[config.mk]
export PLATFORM = sky130hd
export DESIGN_NAME = circle_ctrl
export DESIGN_NICKNAME = d
export VERILOG_FILES = /design/src/rtl/circle_ctrl.sv
export SDC_FILE = /design/constraint.sdc
export NUM_CORES = 1
export LEC_CHECK = 0
export CAP_MARGIN = 40
export CORE_ASPECT_RATIO = 2
export CORE_MARGIN = 4
export CORE_UTILIZATION = 51
export DETAILED_ROUTE_END_ITERATION = 8
export MAX_ROUTING_LAYER = met4
export PLACE_DENSITY = 0.75
export SLEW_MARGIN = 20
export SYNTH_ARGS = -nofsm -noshare
export SYNTH_HDL_FRONTEND = slang
export SYNTH_SLANG_ARGS = --single-unit
[constraint.sdc]
create_clock -name clk_i -period 2.5 [get_ports clk_i]
set_input_delay 0.625 -clock clk_i [delete_from_list [all_inputs] [get_ports clk_i]]
set_output_delay 0.625 -clock clk_i [all_outputs]
set_load 0.05 [all_outputs]
[src/rtl/circle_ctrl.sv]
// Run/pause/stop sequencing and speed control for the circle stepper.
// Ports: clk_i, rst_ni, btn_*_i, auto_i, row_i -> run_o, clear_o, speed_o, lap_count_o, state_o.
module circle_ctrl #(
  parameter int unsigned LONG_PRESS     = 100_000_000,
  parameter int unsigned LAPS_PER_LEVEL = 4,
  parameter int unsigned LAP_WIDTH      = 8
) (
  input  logic                 clk_i,
  input  logic                 rst_ni,
  input  logic                 btn_start_i,
  input  logic                 btn_up_i,
  input  logic                 btn_down_i,
  input  logic                 auto_i,
  input  logic                 row_i,
  output logic                 run_o,
  output logic                 clear_o,
  output logic [2:0]           speed_o,
  output logic [LAP_WIDTH-1:0] lap_count_o,
  output logic [1:0]           state_o
);

  typedef enum logic [1:0] {
    S_IDLE  = 2'd0,
    S_RUN   = 2'd1,
    S_PAUSE = 2'd2
  } state_t;

  localparam int PW = $clog2(LONG_PRESS + 1);
  localparam int LW = (LAPS_PER_LEVEL > 1) ? $clog2(LAPS_PER_LEVEL) : 1;
  localparam logic [PW-1:0] LP_MAX = PW'(LONG_PRESS);
  localparam logic [PW-1:0] LP_M1  = PW'(LONG_PRESS - 1);
  localparam logic [LW-1:0] LV_MAX = LW'(LAPS_PER_LEVEL - 1);

  state_t               r_state;
  state_t               w_state_nxt;
  logic                 r_start_q;
  logic                 r_up_q;
  logic                 r_down_q;
  logic                 r_row_q;
  logic [PW-1:0]        r_press;
  logic [LW-1:0]        r_level;
  logic [LAP_WIDTH-1:0] r_lap;
  logic [2:0]           r_speed;
  logic [2:0]           w_speed_nxt;
  logic                 r_run;
  logic                 r_clear;
  logic                 w_restart;
  logic                 w_to_idle;

  logic w_short;
  logic w_long;
  logic w_up;
  logic w_down;
  logic w_lap;
  logic w_lvl_wrap;
  logic w_auto;
  logic w_inc;

  // The falling edge ending a long press sees a saturated counter.
  assign w_short    = r_start_q & ~btn_start_i & (r_press < LP_MAX);
  assign w_long     = btn_start_i & (r_press == LP_M1);
  assign w_up       = btn_up_i & ~r_up_q;
  assign w_down     = btn_down_i & ~r_down_q;
  assign w_lap      = row_i & ~r_row_q & (r_state == S_RUN);
  assign w_lvl_wrap = w_lap & (r_level == LV_MAX);
  assign w_auto     = w_lvl_wrap & auto_i;
  assign w_inc      = w_up | w_auto;

  always_ff @(posedge clk_i) begin
    if (!rst_ni) r_state <= S_IDLE;
    else         r_state <= w_state_nxt;
  end

  always_comb begin
    w_state_nxt = r_state;
    w_restart   = 1'b0;
    w_to_idle   = 1'b0;
    unique case (r_state)
      S_IDLE: begin
        if (w_short) begin
          w_state_nxt = S_RUN;
          w_restart   = 1'b1;
        end
      end
      S_RUN: begin
        if (w_long) begin
          w_state_nxt = S_IDLE;
          w_to_idle   = 1'b1;
        end else if (w_short) begin
          w_state_nxt = S_PAUSE;
        end
      end
      S_PAUSE: begin
        if (w_long) begin
          w_state_nxt = S_IDLE;
          w_to_idle   = 1'b1;
        end else if (w_short) begin
          w_state_nxt = S_RUN;
        end
      end
      default: w_state_nxt = S_IDLE;
    endcase
  end

  // Up and auto-up merge into one +1; down cancels it.
  always_comb begin
    w_speed_nxt = r_speed;
    if (w_inc && !w_down && r_speed != 3'd7)
      w_speed_nxt = r_speed + 3'd1;
    else if (w_down && !w_inc && r_speed != 3'd0)
      w_speed_nxt = r_speed - 3'd1;
    if (w_to_idle)
      w_speed_nxt = 3'd0;
  end

  always_ff @(posedge clk_i) begin
    if (!rst_ni) begin
      r_start_q <= 1'b0;
      r_up_q    <= 1'b0;
      r_down_q  <= 1'b0;
      r_row_q   <= 1'b0;
      r_press   <= '0;
      r_level   <= '0;
      r_lap     <= '0;
      r_speed   <= 3'd0;
      r_run     <= 1'b0;
      r_clear   <= 1'b0;
    end else begin
      r_start_q <= btn_start_i;
      r_up_q    <= btn_up_i;
      r_down_q  <= btn_down_i;
      r_row_q   <= row_i;
      if (!btn_start_i)
        r_press <= '0;
      else if (r_press != LP_MAX)
        r_press <= r_press + PW'(1);
      r_speed <= w_speed_nxt;
      r_run   <= (w_state_nxt == S_RUN);
      r_clear <= w_restart;
      if (w_restart) begin
        r_lap   <= '0;
        r_level <= '0;
      end else if (w_lap) begin
        r_lap   <= r_lap + LAP_WIDTH'(1);
        r_level <= w_lvl_wrap ? '0 : r_level + LW'(1);
      end
    end
  end

  assign run_o       = r_run;
  assign clear_o     = r_clear;
  assign speed_o     = r_speed;
  assign lap_count_o = r_lap;
  assign state_o     = r_state;

endmodule

==> metrics.log <==
[metrics] Tot Pwr: 1.51 mW
[metrics] Core Util, Final: 64.1%
[metrics] minimum setup slack after placement: -0.482 ns
[metrics] Worst Slack Setup Final: 0.154 ns
[metrics] average wire length per cell after detail routing: 12.8 µm
[metrics] Global Route Usage Sum: 17.9%
[metrics] die height: 103 µm
[metrics] Peak Freq: 0.426 GHz
[metrics] I/O pins: 22
[metrics] worst-path fanout max: 2
[metrics] Pwr Density: 536 nW/µm²
[metrics] slew at the pin closest to its max-slew limit: 0.506 ns
[metrics] first-pass iteration count of the detailed router: 4
[metrics] number of enable-type register cells in the synthesized netlist: 0
[metrics] TritonCTS clock tree: done
[metrics] GRT overflow: 0
[metrics] time the final worst path needs with I/O delays and setup: 2.35 ns
[metrics] Maximum Capacitance Violations: 0
[metrics] Net Count, Synth: 276
[metrics] die area: 5770 µm²
[metrics] category of the critical setup timing path: input pin to register
[metrics] leakage power total: 1.02 nW
[metrics] post-synthesis cell type count: 42
[metrics] setup slack of the most critical reg-to-reg path: 0.27 ns
[metrics] Total Negative Setup Slacks: 0 ns
[metrics] first-pass GRT wire length: 8030 µm
[metrics] sequential fraction of the synthesis area: 41.3%
[metrics] routability-driven placement congestion ratio: 0.822
[metrics] area added between synthesis and finish: 20.8%
[metrics] cell taking the most area after synthesis: sky130_fd_sc_hd__dfxtp_1
[metrics] Port Buf Inserts: 21
[metrics] share of Yosys cell area claimed by the top area cell type: 41.3%
[metrics] buffer levels on the longest clock path: 2
[metrics] detailed placement HPWL: 3350 µm
[metrics] status: finished, final reports clean
[metrics] Post-synth ARST share: 0%
[metrics] number of hold-slack violations in the final timing report: 0
[metrics] Starting Density: 53.1%
[metrics] RR Endpoint: speed_o[2]
[metrics] worst max-slew margin expressed relative to the limit: 66.2%
[metrics] total wirelength of the detailed-routed design: 4460 µm
[metrics] die width: 55.7 µm
[metrics] WP data required: 2.71 ns
[metrics] clock insertion delay at the later pin of the skew report: 0.30 ns
[metrics] number of max-slew violations in the final report: 0
[metrics] critical path launch point: btn_up_i
[metrics] flops & latches, synth: 48
[metrics] count leader, synth: sky130_fd_sc_hd__dfxtp_1
[metrics] Worst Setup Start Kind: input pin
[metrics] depth of the CTS H-tree: 2
[metrics] Max Clock Skew: 0.00936 ns
[metrics] synth cell count leaders: 48 x sky130_fd_sc_hd__dfxtp_1, 37 x sky130_fd_sc_hd__nor2_1, 22 x sky130_fd_sc_hd__xor2_1
[metrics] DRT iter0 DRCs: 35
[metrics] nature of the critical path endpoint: register
[metrics] share of final-layout standard cells stronger than drive strength 1: 17.6%
[metrics] clock transition at the registers of the reported paths: 0.09 ns
[metrics] CTS buffer count: 5
[metrics] antenna violation net count after detailed routing: 0
[metrics] remaining design rule violation count: 0
[metrics] net count reported at finish: 311
[metrics] most frequently used flop master after synthesis: sky130_fd_sc_hd__dfxtp_1
[metrics] number of global-route vias before repair: 1881
[metrics] R2R Path Start: state_o[1]
[metrics] total number of clock tree sinks: 48
[metrics] setup repair after global routing missed its margin: no
[metrics] top area cells in the synthesized netlist: sky130_fd_sc_hd__dfxtp_1 41%, sky130_fd_sc_hd__xor2_1 8.3%, sky130_fd_sc_hd__nor2_1 6.0%
[metrics] final setup violating endpoints: 0
[metrics] yosys warns: 0
[metrics] number of cell rows: 34
[metrics] via count: 1894
[metrics] post-synth design cell area: 2320 µm²
[metrics] Avg Synthesized Cell Area: 8.94 µm²
[metrics] largest net degree at the start of global routing: 29
[metrics] signal arrival time at the worst endpoint: 2.55 ns
[metrics] Clock Tree Root: sky130_fd_sc_hd__clkbuf_8
[metrics] classification of the worst-slack hold path: register to register
[metrics] capturing instance or port of the critical path: speed_o[2]
[metrics] number of vias per cell after detailed routing: 5.41
[metrics] Antenna Diode Count: 0
[metrics] post-route fraction of the period consumed by the critical path: 93.8%
[metrics] standard cell core area: 4380 µm²
[metrics] Max IR drop VDD: 0.397 mV
[metrics] worst reg-to-reg path cell count: 10
[metrics] number of instances in the synthesized netlist: 260
[metrics] number of antenna violations at the first check in global routing: 0
worst min-delay path by stage:
stage | start | to | slack (ns) | cells past startpoint
CTS | r_level[1] | r_level[1] | 0.48 | 2
finish | r_level[1] | r_level[1] | 0.48 | 2
global route | r_level[1] | r_level[1] | 0.50 | 2
global placement | r_level[1] | r_level[1] | 0.46 | 2
detailed placement | r_level[1] | r_level[1] | 0.46 | 2
floorplan | r_level[1] | r_level[1] | 0.45 | 2
layout make-up:
cell class | instances | area [µm²]
fillers | 391 | 1570
multi-input cells | 197 | 1340
flip-flops and latches | 48 | 968
repair buffers | 32 | 292
clock buffers | 6 | 82.6
well taps | 54 | 67.6
inverters | 11 | 41.3
clock inverters | 2 | 15.0
worst max-delay path, cell delays in order:
cell	delay [ns]
sky130_fd_sc_hd__clkdlybuf4s50_1	0.47
sky130_fd_sc_hd__inv_1	0.05
sky130_fd_sc_hd__o22ai_2	0.20
sky130_fd_sc_hd__nand3_2	0.12
sky130_fd_sc_hd__fa_2	0.38
sky130_fd_sc_hd__or3_4	0.39
sky130_fd_sc_hd__nand2_1	0.08
sky130_fd_sc_hd__nor2_1	0.05
sky130_fd_sc_hd__a2111oi_2	0.20
sequential cells by signal, indices dropped and copies added, names as in the netlist:
name	count
state_o	2
r_down_q	1
clear_o	1
r_up_q	1
r_row_q	1
speed_o	3
r_level	2
lap_count_o	8
r_start_q	1
run_o	1
r_press	27
cells in the final DEF (no fill, tap or decap), drive strengths merged, types with 10 or more instances in the layout:
cell	count
xor2	22
clkdlybuf4s50	20
nor2	45
nand3	18
nand2	20
buf	11
inv	11
dfxtp	48
nand4	10
xnor2	10
through the flow:
step           instance area [µm²]  hold slack [ns]  std cells
2_1_floorplan                 2340            0.452        260
3_3_place_gp                  2670            0.461        340
3_5_place_dp                  2670            0.464        340
4_1_cts                       2800            0.479        350
5_1_grt                       2810            0.502        350
6_report                      2810            0.477        350
timing repair:
| item | CTS | global route |
|---|---|---|
| hold endpoints to repair | 0 | 0 |
| gates cloned | 0 | 0 |
| pin swaps | 5 | 0 |
| setup endpoints to repair | 1 | 1 |
| buffers inserted | 2 | 0 |
| hold buffers | 0 | 0 |
| resized for setup | 4 | 3 |
metal layers:
layer	vias to the layer above	part of all wire [%]	routed length, µm	global-route usage (%)
met1	897	37	1670	16.9
met4	0	2.1	92	9.93
met5	-	0	0	-
li1	963	-	-	-
met2	27	58	2570	33.7
met3	7	2.9	131	3.35
report_power, final:
group / internal (mW) / switching (mW)
sequential: 0.781 / 0.0245
clock: 0.224 / 0.260
combinational: 0.0932 / 0.124
total: 1.10 / 0.409
logic make-up after synthesis:
group,after synthesis,share of synthesized area (%)
compound gates,23,8.56
xor+xnor,32,12.1
fa+ha+maj,9,5.17
buf+inv,15,2.42
flops,48,41.3
mux,2,0.861
simple gates,131,29.6
No activity file was read; power rests on OpenSTA's default activity.
==> patch, RTL diff (config.mk and constraints unchanged) <==
Change the parameter `LONG_PRESS` from 100_000_000 to 400_000_000.
--- a/src/rtl/circle_ctrl.sv
+++ b/src/rtl/circle_ctrl.sv
@@ -2,5 +2,5 @@
 // Ports: clk_i, rst_ni, btn_*_i, auto_i, row_i -> run_o, clear_o, speed_o, lap_count_o, state_o.
 module circle_ctrl #(
-  parameter int unsigned LONG_PRESS     = 100_000_000,
+  parameter int unsigned LONG_PRESS     = 400_000_000,
   parameter int unsigned LAPS_PER_LEVEL = 4,
   parameter int unsigned LAP_WIDTH      = 8
Behaviour: no difference found for any inputs over 10 cycles, from zero or initial values and one cycle with rst_ni low; that may be too few to reach the edited logic, so the function may still have changed.
==> patch against the unedited design <==
Synthesized cell count up 10%; sequential cell count grew 2; power increased by 12%; wire length grew 16%; via count grew 12%; worst setup slack worse by 0.027 ns; synthesized area up 7.2%; first-iteration DRC count increased by 86%; critical path depth down 1; final area up 6.5%; final cell count grew 7.1%; utilization down 0.29 points; critical path type unchanged; highest routed layer unchanged.
==> patch: results (changes against the unedited design) <==
| Metric | Value |
|---|---|
| Synth top cells by count | dfxtp_1, nor2_1, nand2_1, xor2_1, nand4_1 |
| Peak VDD IR | 0.000404 V (+1.7%) |
| Top post-synthesis cells by area | dfxtp_1, xor2_1, nor2_1 |
| Min-Delay Endpoint | r_press[26]$_SDFFE_PN0N_ |
| Max FFs per register | 29 (+7.4%) |
| Final nets | 335 (+7.7%) |
| Worst reg2reg setup slack | 0.20 ns (-0.07 ns) |
| P_leak | 1.13 nW (+11%) |
| Pre-CTS setup slack | -0.176 ns (+0.306 ns) |
| Syn avg cell area | 8.71 sq um (-2.5%) |
| Number of global-route vias before repair | 2097 (+11%) |
| Layout cells sized above 1 | 12.2% (-5.4 points) |
| Clock skew | 0.00588 ns (-0.00349 ns) |
| First-pass GRT wire length | 8900 microns (+11%) |
| DP HPWL | 3850 microns (+15%) |
| Outcome | completed |
| HP Start | r_press[26]$_SDFFE_PN0N_ |
| Netlist cell types | 46 (+9.5%) |
| Routed vias/inst | 5.64 (+4.3%) |
| Reg2reg path depth | 9 (-1) |
| Crit path max fanout | 5 (+3) |
| Part of the Yosys area used for sequential elements | 40.2% (-1.2 points) |
| DP Cell Count | 367 (+7.9%) |
| CP arrival | 2.58 ns (+0.03 ns) |
| Mapped Nets | 302 (+9.4%) |
| Largest net degree at the start of global routing | 26 (-10%) |
patch: where the power goes:
part           internal [W]  switching, W
Combinational     0.0000780      0.000105
Sequential         0.000809     0.0000172
Clock              0.000401      0.000274
patch: worst max path at each step:
stage | start | slack, ns | endpoint
after floorplan | state_o[1]$_SDFF_PN0_ | 0.04 | speed_o[2]$_SDFFE_PP0P_
final | row_i | 0.13 | speed_o[2]$_SDFFE_PP0P_
after global routing | row_i | 0.01 | speed_o[1]$_SDFFE_PP0P_
after CTS | row_i | 0.13 | speed_o[2]$_SDFFE_PP0P_
after global placement | row_i | -0.08 | speed_o[2]$_SDFFE_PP0P_
after detailed placement | row_i | -0.18 | speed_o[2]$_SDFFE_PP0P_
patch: layout make-up:
class | count | area [sq um] | share of cell area, %
Clock buffer | 5 | 68.8 | 2.30
Timing Repair Buffer | 34 | 308 | 10.3
Inverter | 11 | 41.3 | 1.38
Sequential cell | 50 | 1010 | 33.6
Tap cell | 55 | 68.8 | 2.30
Clock inverter | 3 | 68.8 | 2.30
Multi-Input combinational cell | 217 | 1430 | 47.8
patch: worst reg2reg max path: stages, from the launching register on:
cell and delay, ns:
dfxtp_2 0.36, inv_1 0.13, ha_2 0.24, nand3b_1 0.13, o22ai_2 0.17, nand3_1 0.11
fa_1 0.44, nor3_1 0.25, nor3_1 0.08, nor4b_1 0.29
patch: stage by stage:
stage / total power [W] / TNS, ns / hold WS, ns
floorplan: 0.000966 / 0 / 0.446
global placement: 0.00102 / -0.126 / 0.463
detailed placement: 0.00103 / -0.333 / 0.471
CTS: 0.00171 / 0 / 0.485
global route: 0.00175 / 0 / 0.512
finish: 0.00169 / 0 / 0.483
patch: cell families after synthesis:
logic type / count (synthesis) / synth area share (%)
AND/OR/NAND/NOR: 144 / 30.9
flip-flops: 50 / 40.2
AO/OA/AOI/OAI: 32 / 9.74
XOR/XNOR: 27 / 9.49
buffers and inverters: 19 / 2.86
adder cells (fa/ha/maj): 9 / 4.82
multiplexers: 5 / 2.01
patch: per-layer routing:
metal / global-route usage [%] / share of wire (%)
met5: - / 0
met4: 8.79 / 3.4
met3: 2.41 / 2.5
met2: 35.1 / 55
met1: 17.6 / 39
patch: repair_timing:
action | in CTS | in global routing
gates resized for setup | 0 | 2
endpoints found under the setup margin | 0 | 1
endpoints found under the hold margin | 0 | 0
hold buffers | 0 | 0
